===== src/rtl/apple1_pkg.sv =====
// Shared Apple-1 system definitions: RAM geometry and arbiter owner encoding.
package apple1_pkg;

    typedef enum logic {
        OWN_A = 1'b0,
        OWN_B = 1'b1
    } owner_e;

    localparam int RAM_ADDR_W   = 13;
    localparam int RAM_DATA_W   = 8;
    localparam int ARB_MAX_WAIT = 7;

endpackage


===== src/rtl/ram_arbiter_if.sv =====
// One requester port of the system RAM arbiter: request/grant handshake plus tagged read return.
interface ram_arbiter_if
    import apple1_pkg::*;
#(
    parameter int ADDR_W = RAM_ADDR_W,
    parameter int DATA_W = RAM_DATA_W
);
    logic              req;
    logic [ADDR_W-1:0] addr;
    logic              we;
    logic [DATA_W-1:0] wdata;
    logic              gnt;
    logic              rvalid;
    logic [DATA_W-1:0] rdata;

    modport master (output req, addr, we, wdata, input gnt, rvalid, rdata);
    modport slave  (input req, addr, we, wdata, output gnt, rvalid, rdata);
endinterface


===== src/rtl/ram_arbiter.sv =====
// Shares the single-port synchronous RAM between the CPU (port A, fixed priority) and a DMA
// master (port B, forced ahead after MAX_WAIT refusals); reads return two cycles after grant.
module ram_arbiter
    import apple1_pkg::*;
#(
    parameter int ADDR_W   = RAM_ADDR_W,
    parameter int DATA_W   = RAM_DATA_W,
    parameter int MAX_WAIT = ARB_MAX_WAIT
) (
    input  logic              clk,
    input  logic              reset_n,
    ram_arbiter_if.slave      port_a,
    ram_arbiter_if.slave      port_b,
    output logic [ADDR_W-1:0] mem_addr,
    output logic              mem_we,
    output logic [DATA_W-1:0] mem_din,
    input  logic [DATA_W-1:0] mem_dout
);
    localparam int               CNT_W   = $clog2(MAX_WAIT + 1);
    localparam logic [CNT_W-1:0] CNT_MAX = CNT_W'(MAX_WAIT);

    logic [CNT_W-1:0]  wait_cnt_q, wait_cnt_d;
    logic              force_b, a_gnt, b_gnt, acc;
    owner_e            own_sel;
    logic [ADDR_W-1:0] addr_sel, mem_addr_q, mem_addr_d;
    logic              we_sel, mem_we_q, mem_we_d;
    logic [DATA_W-1:0] wdata_sel, mem_din_q, mem_din_d;
    logic              vld_p0_q, vld_p0_d, vld_p1_q, vld_p1_d;
    owner_e            own_p0_q, own_p0_d, own_p1_q, own_p1_d;

    assign force_b = (wait_cnt_q == CNT_MAX);

    // Grant: A has priority unless B has been refused MAX_WAIT cycles in a row.
    always_comb begin
        a_gnt = 1'b0;
        b_gnt = 1'b0;
        if (reset_n) begin
            if (force_b) begin
                b_gnt = port_b.req;
                a_gnt = port_a.req & ~port_b.req;
            end else begin
                a_gnt = port_a.req;
                b_gnt = port_b.req & ~port_a.req;
            end
        end
    end

    // Stage p0: accepted access registered toward the RAM, read tag enters pipeline
    always_comb begin
        acc        = a_gnt | b_gnt;
        own_sel    = b_gnt ? OWN_B : OWN_A;
        addr_sel   = b_gnt ? port_b.addr : port_a.addr;
        we_sel     = b_gnt ? port_b.we : port_a.we;
        wdata_sel  = b_gnt ? port_b.wdata : port_a.wdata;

        mem_addr_d = acc ? addr_sel : mem_addr_q;
        mem_we_d   = acc & we_sel;
        mem_din_d  = acc ? wdata_sel : mem_din_q;

        wait_cnt_d = wait_cnt_q;
        if (!port_b.req || b_gnt) begin
            wait_cnt_d = '0;
        end else if (wait_cnt_q != CNT_MAX) begin
            wait_cnt_d = wait_cnt_q + CNT_W'(1);
        end

        vld_p0_d = acc & ~we_sel;
        own_p0_d = own_sel;
        // Stage p1: tag lines up with mem_dout for the access driven in p0
        vld_p1_d = vld_p0_q;
        own_p1_d = own_p0_q;
    end

    always_ff @(posedge clk) begin
        if (!reset_n) begin
            wait_cnt_q <= '0;
            mem_addr_q <= '0;
            mem_we_q   <= 1'b0;
            mem_din_q  <= '0;
            vld_p0_q   <= 1'b0;
            vld_p1_q   <= 1'b0;
        end else begin
            wait_cnt_q <= wait_cnt_d;
            mem_addr_q <= mem_addr_d;
            mem_we_q   <= mem_we_d;
            mem_din_q  <= mem_din_d;
            vld_p0_q   <= vld_p0_d;
            vld_p1_q   <= vld_p1_d;
        end
    end

    always_ff @(posedge clk) begin
        own_p0_q <= own_p0_d;
        own_p1_q <= own_p1_d;
    end

    assign mem_addr      = mem_addr_q;
    assign mem_we        = mem_we_q;
    assign mem_din       = mem_din_q;

    assign port_a.gnt    = a_gnt;
    assign port_b.gnt    = b_gnt;
    assign port_a.rvalid = vld_p1_q & (own_p1_q == OWN_A);
    assign port_b.rvalid = vld_p1_q & (own_p1_q == OWN_B);
    assign port_a.rdata  = mem_dout;
    assign port_b.rdata  = mem_dout;

endmodule


===== src/flat_wrapper.sv =====
// flat-port wrapper written by rule: the top's interface ports become plain ports
module ram_arbiter_flat import apple1_pkg::*;
#(
    parameter int ADDR_W   = RAM_ADDR_W,
    parameter int DATA_W   = RAM_DATA_W,
    parameter int MAX_WAIT = ARB_MAX_WAIT
)
  (clk, reset_n, mem_addr, mem_we, mem_din, mem_dout, port_a_req, port_a_addr, port_a_we, port_a_wdata, port_a_gnt, port_a_rvalid, port_a_rdata, port_b_req, port_b_addr, port_b_we, port_b_wdata, port_b_gnt, port_b_rvalid, port_b_rdata);
  ram_arbiter_if #(.ADDR_W(ADDR_W), .DATA_W(DATA_W)) port_a_i ();
  ram_arbiter_if #(.ADDR_W(ADDR_W), .DATA_W(DATA_W)) port_b_i ();
  input  logic clk;
  input  logic reset_n;
  output logic [ADDR_W-1:0] mem_addr;
  output logic mem_we;
  output logic [DATA_W-1:0] mem_din;
  input  logic [DATA_W-1:0] mem_dout;
  input wire logic [$bits(port_a_i.req)-1:0] port_a_req;
  input wire logic [$bits(port_a_i.addr)-1:0] port_a_addr;
  input wire logic [$bits(port_a_i.we)-1:0] port_a_we;
  input wire logic [$bits(port_a_i.wdata)-1:0] port_a_wdata;
  output wire logic [$bits(port_a_i.gnt)-1:0] port_a_gnt;
  output wire logic [$bits(port_a_i.rvalid)-1:0] port_a_rvalid;
  output wire logic [$bits(port_a_i.rdata)-1:0] port_a_rdata;
  input wire logic [$bits(port_b_i.req)-1:0] port_b_req;
  input wire logic [$bits(port_b_i.addr)-1:0] port_b_addr;
  input wire logic [$bits(port_b_i.we)-1:0] port_b_we;
  input wire logic [$bits(port_b_i.wdata)-1:0] port_b_wdata;
  output wire logic [$bits(port_b_i.gnt)-1:0] port_b_gnt;
  output wire logic [$bits(port_b_i.rvalid)-1:0] port_b_rvalid;
  output wire logic [$bits(port_b_i.rdata)-1:0] port_b_rdata;
  assign port_a_i.req = port_a_req;
  assign port_a_i.addr = port_a_addr;
  assign port_a_i.we = port_a_we;
  assign port_a_i.wdata = port_a_wdata;
  assign port_a_gnt = port_a_i.gnt;
  assign port_a_rvalid = port_a_i.rvalid;
  assign port_a_rdata = port_a_i.rdata;
  assign port_b_i.req = port_b_req;
  assign port_b_i.addr = port_b_addr;
  assign port_b_i.we = port_b_we;
  assign port_b_i.wdata = port_b_wdata;
  assign port_b_gnt = port_b_i.gnt;
  assign port_b_rvalid = port_b_i.rvalid;
  assign port_b_rdata = port_b_i.rdata;
  ram_arbiter #(.ADDR_W(ADDR_W), .DATA_W(DATA_W), .MAX_WAIT(MAX_WAIT)) u_core (.clk(clk), .reset_n(reset_n), .port_a(port_a_i), .port_b(port_b_i), .mem_addr(mem_addr), .mem_we(mem_we), .mem_din(mem_din), .mem_dout(mem_dout));
endmodule

===== config.mk =====
export PLATFORM = sky130hd
export DESIGN_NAME = ram_arbiter_flat
export DESIGN_NICKNAME = d
export VERILOG_FILES = /design/src/rtl/apple1_pkg.sv /design/src/rtl/ram_arbiter_if.sv /design/src/rtl/ram_arbiter.sv /design/src/flat_wrapper.sv
export SDC_FILE = /design/constraint.sdc
export NUM_CORES = 1
export LEC_CHECK = 0
export ABC_AREA = 1
export CAP_MARGIN = 10
export CORE_ASPECT_RATIO = 0.7
export CORE_MARGIN = 2
export CORE_UTILIZATION = 33
export DETAILED_ROUTE_END_ITERATION = 8
export PLACE_DENSITY = 0.76
export SLEW_MARGIN = 20
export SYNTH_ARGS = -nofsm -noshare
export SYNTH_HDL_FRONTEND = slang
export SYNTH_SLANG_ARGS = --single-unit

===== constraint.sdc =====
create_clock -name clk -period 1.4 [get_ports clk]
set_input_delay 0.21 -clock clk [delete_from_list [all_inputs] [get_ports clk]]
set_output_delay 0.21 -clock clk [all_outputs]
set_load 0.01 [all_outputs]

# Word-level counts from Yosys, hierarchy flattened
# Index checks and enable logic that the tools add are counted.
# word_totals
out_inout_bits	42
reg_bits	29
in_bits	56
elab_cells	34
# classes
reduce_logical	3
n_eq_ne	2
mux	8
add_sub_neg	1
n_bitwise	12
# ops
cell	count
two-way mux 13 bit	1
two-way mux 8 bit	1
AND 1 bit	6
two-way mux 1 bit	6
NOT 1 bit	5
adder 3 x 1 -> 3 bit (second input constant)	1
equality test 3 bit (second input constant)	1
inequality test 3 bit (second input constant)	1
OR reduction 2 bit	1
logical NOT 1 bit	1
logical OR 1 bit	1
OR 1 bit	1

# Logic depth before layout (Yosys ltp)
# logic_depth
ltp_word	7
depth_mapped	10
ltp_nobuf	9

# Least setup slack after synthesis
# Ideal clock, no wire load.
# synth_path
path_type	reg-to-reg
from	register u_core.wait_cnt_q[0]
to	register u_core.mem_addr_q[4], in the netlist u_core.mem_addr[4]
required_ns	1.291
path_buffers	1
period_less_slack_ns	1.392
t_arrival_ns	1.283
setup_time_ns	0.109
path_stages_with_launch	10
setup_slack_ns	0.008
cell_sequence	dfxtp_1 -> ha_1 -> ha_1 -> inv_1 -> nand2_2 -> buf_2 -> nand3_1 -> nand3_1 -> nand2_1 -> inv_1
# synth_via
elab_chain_len	4
word_cells_on_any_way	7
classes_between	eq/ne (1); mux (5); bitwise (1)
# synth_lines
item	line_no	text
start, declared	ram_arbiter.sv:22	logic [CNT_W-1:0] wait_cnt_q, wait_cnt_d;
start signal, assigned	ram_arbiter.sv:83	wait_cnt_q <= wait_cnt_d;
equality test 3 bit *	ram_arbiter.sv:31	assign force_b = (wait_cnt_q == CNT_MAX);
two-way mux 1 bit	ram_arbiter.sv:38	if (force_b) begin
two-way mux 1 bit	ram_arbiter.sv:37	if (reset_n) begin
two-way mux 13 bit / OR 1 bit (equally long branches)	ram_arbiter.sv:52, ram_arbiter.sv:50	
end signal, assigned	ram_arbiter.sv:84	mem_addr_q <= mem_addr_d;
end, declared	ram_arbiter.sv:25	logic [ADDR_W-1:0] addr_sel, mem_addr_q, mem_addr_d;
# Mark *: on every way between the ends. The rest lies on a longest branch, timed or not.
# A chain may end at the register's enable or synchronous reset.

# Worst setup path in the final report
# layout_path
from	register u_core.wait_cnt_q[0]
to	output port_b_gnt
# layout_via
elab_chain_len	3
# layout_lines
item	line_no	text
equality test 3 bit	ram_arbiter.sv:31	
two-way mux 1 bit	ram_arbiter.sv:38	
two-way mux 1 bit	ram_arbiter.sv:37	
end, declared	flat_wrapper.sv:28	output wire logic [$bits(port_b_i.gnt)-1:0] port_b_gnt;
# Every way passes these cells.

==> summary.md <==
| Metric | Value |
|---|---|
| Status | `complete, but fails checks` |
| Failing checks | `negative setup slack` |
| Ant. Diodes | `0` |
| Final core utilization | `54.61%` |
| Clk sink count | `29` |
| Final period utilization | `105.4%` |
| Core Rows | `20` |
| Number of global-route vias before repair | `1403` |
| Hold Crit Class | `reg2reg` |
| RSZ-0062 raised after global routing | `yes` |
| Starting Density | `35.39%` |
| Period minus WS final | `1.476 ns` |
| Reg-to-reg setup timing slack | `0.01 ns` |
| Hold path depth | `0` |
| Critical path required time | `1.19 ns` |
| CP max FO | `3` |
| # DRC | `0` |
| R2r endpoint | `u_core.mem_addr[1]$_SDFFE_PN0P_` |
| Top cells by count, synth | `nand2_1 (52), inv_1 (49), nand3_1 (43)` |
| Hold_buf cts | `0` |
| Max cap viols | `0` |
| Max IR drop VDD | `0.4700 mV` |
| Most frequent cell after synthesis | `nand2_1` |
| CTS buffer count | `5` |
| Die X-Extent | `86.61 microns` |
| Static leakage | `1.445 nW` |
| Synthesized instance count | `237` |
| Largest net degree at the start of global routing | `25` |
| Post-DP HPWL | `2803 microns` |
| Clock Latency Late Sink | `0.27 ns` |
| CP cell instances | `ha_4 > ha_4 > inv_4 > nand2_4 > nand2_4 > inv_4 > buf_6` |
| Final setup viols | `2` |
| Worst path arrival time | `1.27 ns` |
| Post-synthesis register bit count | `29` |
| Core area | `4454 sq um` |
| Iteration-0 DRC Markers | `42` |
| Mapped cell area | `1577 sq um` |
| Slowest CP cell | `dfxtp_2` |
| Root Buffer | `clkbuf_8` |
| Worst slack, placed | `-0.3201 ns` |
| RePlAce Congestion | `0.6984` |
| WS Path Type | `reg2out` |
| # H-tree levels | `2` |
| Pre-antenna DRT Iters | `4` |
| Synth Net Count | `295` |
| Synth area leader | `dfxtp_1` |
| Post-route insts no fill | `355` |
| Async SR Flop Fraction | `0%` |
| Worst setup margin | `-0.07579 ns` |
| Slew Viols, Final | `0` |
| Syn Area/Cell | `6.652 sq um` |
| Dpl cell area | `2266 sq um` |
| CTS tree | `done` |
| PortBufs | `73` |
| Total congestion overflow | `0` |
| Layout area overhead | `54.29%` |
| GRT Overall Usage | `15.73%` |
| IO Count | `98` |
| Hold Path End | `u_core.own_p1_q$_DFF_P_` |
| Register area share after synthesis | `36.83%` |
| Layout fillers | `441` |
| Initial antenna violation count | `0` |
| Vias/cell | `4.439` |
| Number of enable flip-flop cells after synthesis | `0` |
| Reg clk slew, reported paths | `0.06 ns` |
| Share of layout cells above drive strength 1 | `10.00%` |
| Top cell type's share of synthesized area | `36.83%` |
| Die ar. | `5355 sq um` |
| Hold Fails Final Rpt | `0` |
| Reg2Reg Launch Point | `u_core.wait_cnt_q[0]$_SDFFE_PP0P_` |
| CP endpoint kind | `output pin` |
| Prevailing post-synth register cell | `dfxtp_1` |
| Critical path's largest stage delay | `0.33 ns` |
| Post-Place Cells | `346` |
| Routed wire per std cell | `11.38 microns` |
| Routed WL | `4040 microns` |
| Startpoint types | `flop` |
| Power Dens Cells | `871.5 nW/um^2` |
| Clock buffer depth | `2` |
| Final Skew | `0.002678 ns` |
| Routed vias | `1576` |
| Design Area, Final | `2432 sq um` |
| Remaining antenna violation count | `0` |
| R2R depth | `9` |
| # nets final | `358` |
| Hold Startpoint | `u_core.own_p0_q$_DFF_P_` |
| Slew HR | `82.95%` |
| Die height | `61.83 microns` |
| Fmax | `677.6 MHz` |
| Yosys cell types | `17` |
| First-pass GRT wire length | `6499 microns` |
| Worst-Margin Slew | `0.2557 ns` |
| Synth area leaders | `dfxtp_1 (37%), nand3_1 (14%), nand2_1 (12%)` |
| Yosys warns | `0` |
routing by layer:
| metal | track usage (%) | routed length [microns] | vias to the layer above |
|---|---|---|---|
| met5 | 0 | 0 | - |
| met4 | 4.018 | 13 | 0 |
| met2 | 26.04 | 1843 | 42 |
| met3 | 6.341 | 236 | 2 |
| li1 | - | - | 828 |
| met1 | 19.50 | 1947 | 704 |
cell families (layout without fill, tap and decap cells):
kind of cell | count (synthesis) | in the layout | share of synthesized area (%)
and+or+nand+nor | 102 | 102 | 28.65
DFF | 29 | 29 | 36.83
AOI/OAI and AO/OA | 25 | 25 | 7.937
adders and majority gates | 2 | 2 | 1.587
buffers and inverters | 79 | 142 | 25.00
final cells by class:
cell class	count	area, sq um	share of cell area, %
Clock buffer	7	86.33	3.549
Inverter	51	196.4	8.076
Multi-Input combinational cell	129	631.9	25.98
Sequential cell	29	583.1	23.97
Tap cell	55	68.82	2.829
Timing Repair Buffer	84	865.8	35.60
per-stage QoR:
step	hold slack (ns)	power, mW	TNS (ns)
3_5_place_dp	0.3161	1.466	-4.622
2_1_floorplan	0.3096	1.206	0
6_report	0.3284	2.120	-0.07669
4_1_cts	0.3301	2.152	-0.1540
5_1_grt	0.3349	2.251	-1.275
3_3_place_gp	0.3131	1.458	-3.913
flip-flops by register name (all words and copies together) (netlist names):
| signal | cells |
|---|---|
| u_core.wait_cnt_q | 3 |
| u_core.vld_p0_q | 1 |
| u_core.mem_we | 1 |
| u_core.mem_addr | 13 |
| u_core.own_p1_q | 1 |
| u_core.own_p0_q | 1 |
| u_core.mem_din | 8 |
| u_core.vld_p1_q | 1 |
what timing repair did:
action                     CTS  global route
cloned                       0             0
setup endpoints to repair   27            36
pin swaps                    2             2
buffers inserted             2             0
gates resized for setup     18            18
hold endpoints to repair     0             0
how the worst max path moves through the flow:
| stage | from | to | slack [ns] | depth (start not counted) |
|---|---|---|---|---|
| after CTS | u_core.wait_cnt_q[1]$_SDFFE_PP0P_ | port_b_gnt | -0.07 | 7 |
| after floorplan | u_core.wait_cnt_q[0]$_SDFFE_PP0P_ | u_core.mem_addr[4]$_SDFFE_PN0P_ | 0.008 | 9 |
| final | u_core.wait_cnt_q[0]$_SDFFE_PP0P_ | port_b_gnt | -0.08 | 7 |
| after global routing | u_core.wait_cnt_q[0]$_SDFFE_PP0P_ | port_b_gnt | -0.13 | 7 |
| after global placement | reset_n | port_b_gnt | -0.32 | 6 |
| after detailed placement | reset_n | port_b_gnt | -0.32 | 6 |
layout by cell type, fill, tap and decap left out, types with 3 or more instances in the layout:
cell type,netlist,layout
clkdlybuf4s50_1,0,57
nand2_1,52,52
inv_1,49,48
nand3_1,43,43
dfxtp_1,29,27
o21ai_0,15,13
dlymetal6s2s_1,0,12
o21ai_1,6,8
buf_4,21,8
clkbuf_8,0,6
a21oi_1,4,4
nor2_1,3,3
worst max-delay path: cells and delay by family, from the launching register on:
family,cells,cell delay [ns]
adder cells (fa/ha/maj),2,0.33
flip-flops,1,0.33
AND/OR/NAND/NOR,2,0.13
buffers and inverters,3,0.21
where the power goes:
group / internal [mW] / total, mW / switching, mW
combinational: 0.298 / 0.522 / 0.224
clock: 0.389 / 0.681 / 0.292
sequential: 0.889 / 0.917 / 0.0282
total: 1.58 / 2.12 / 0.544
Power figures use the tool's default switching activity.
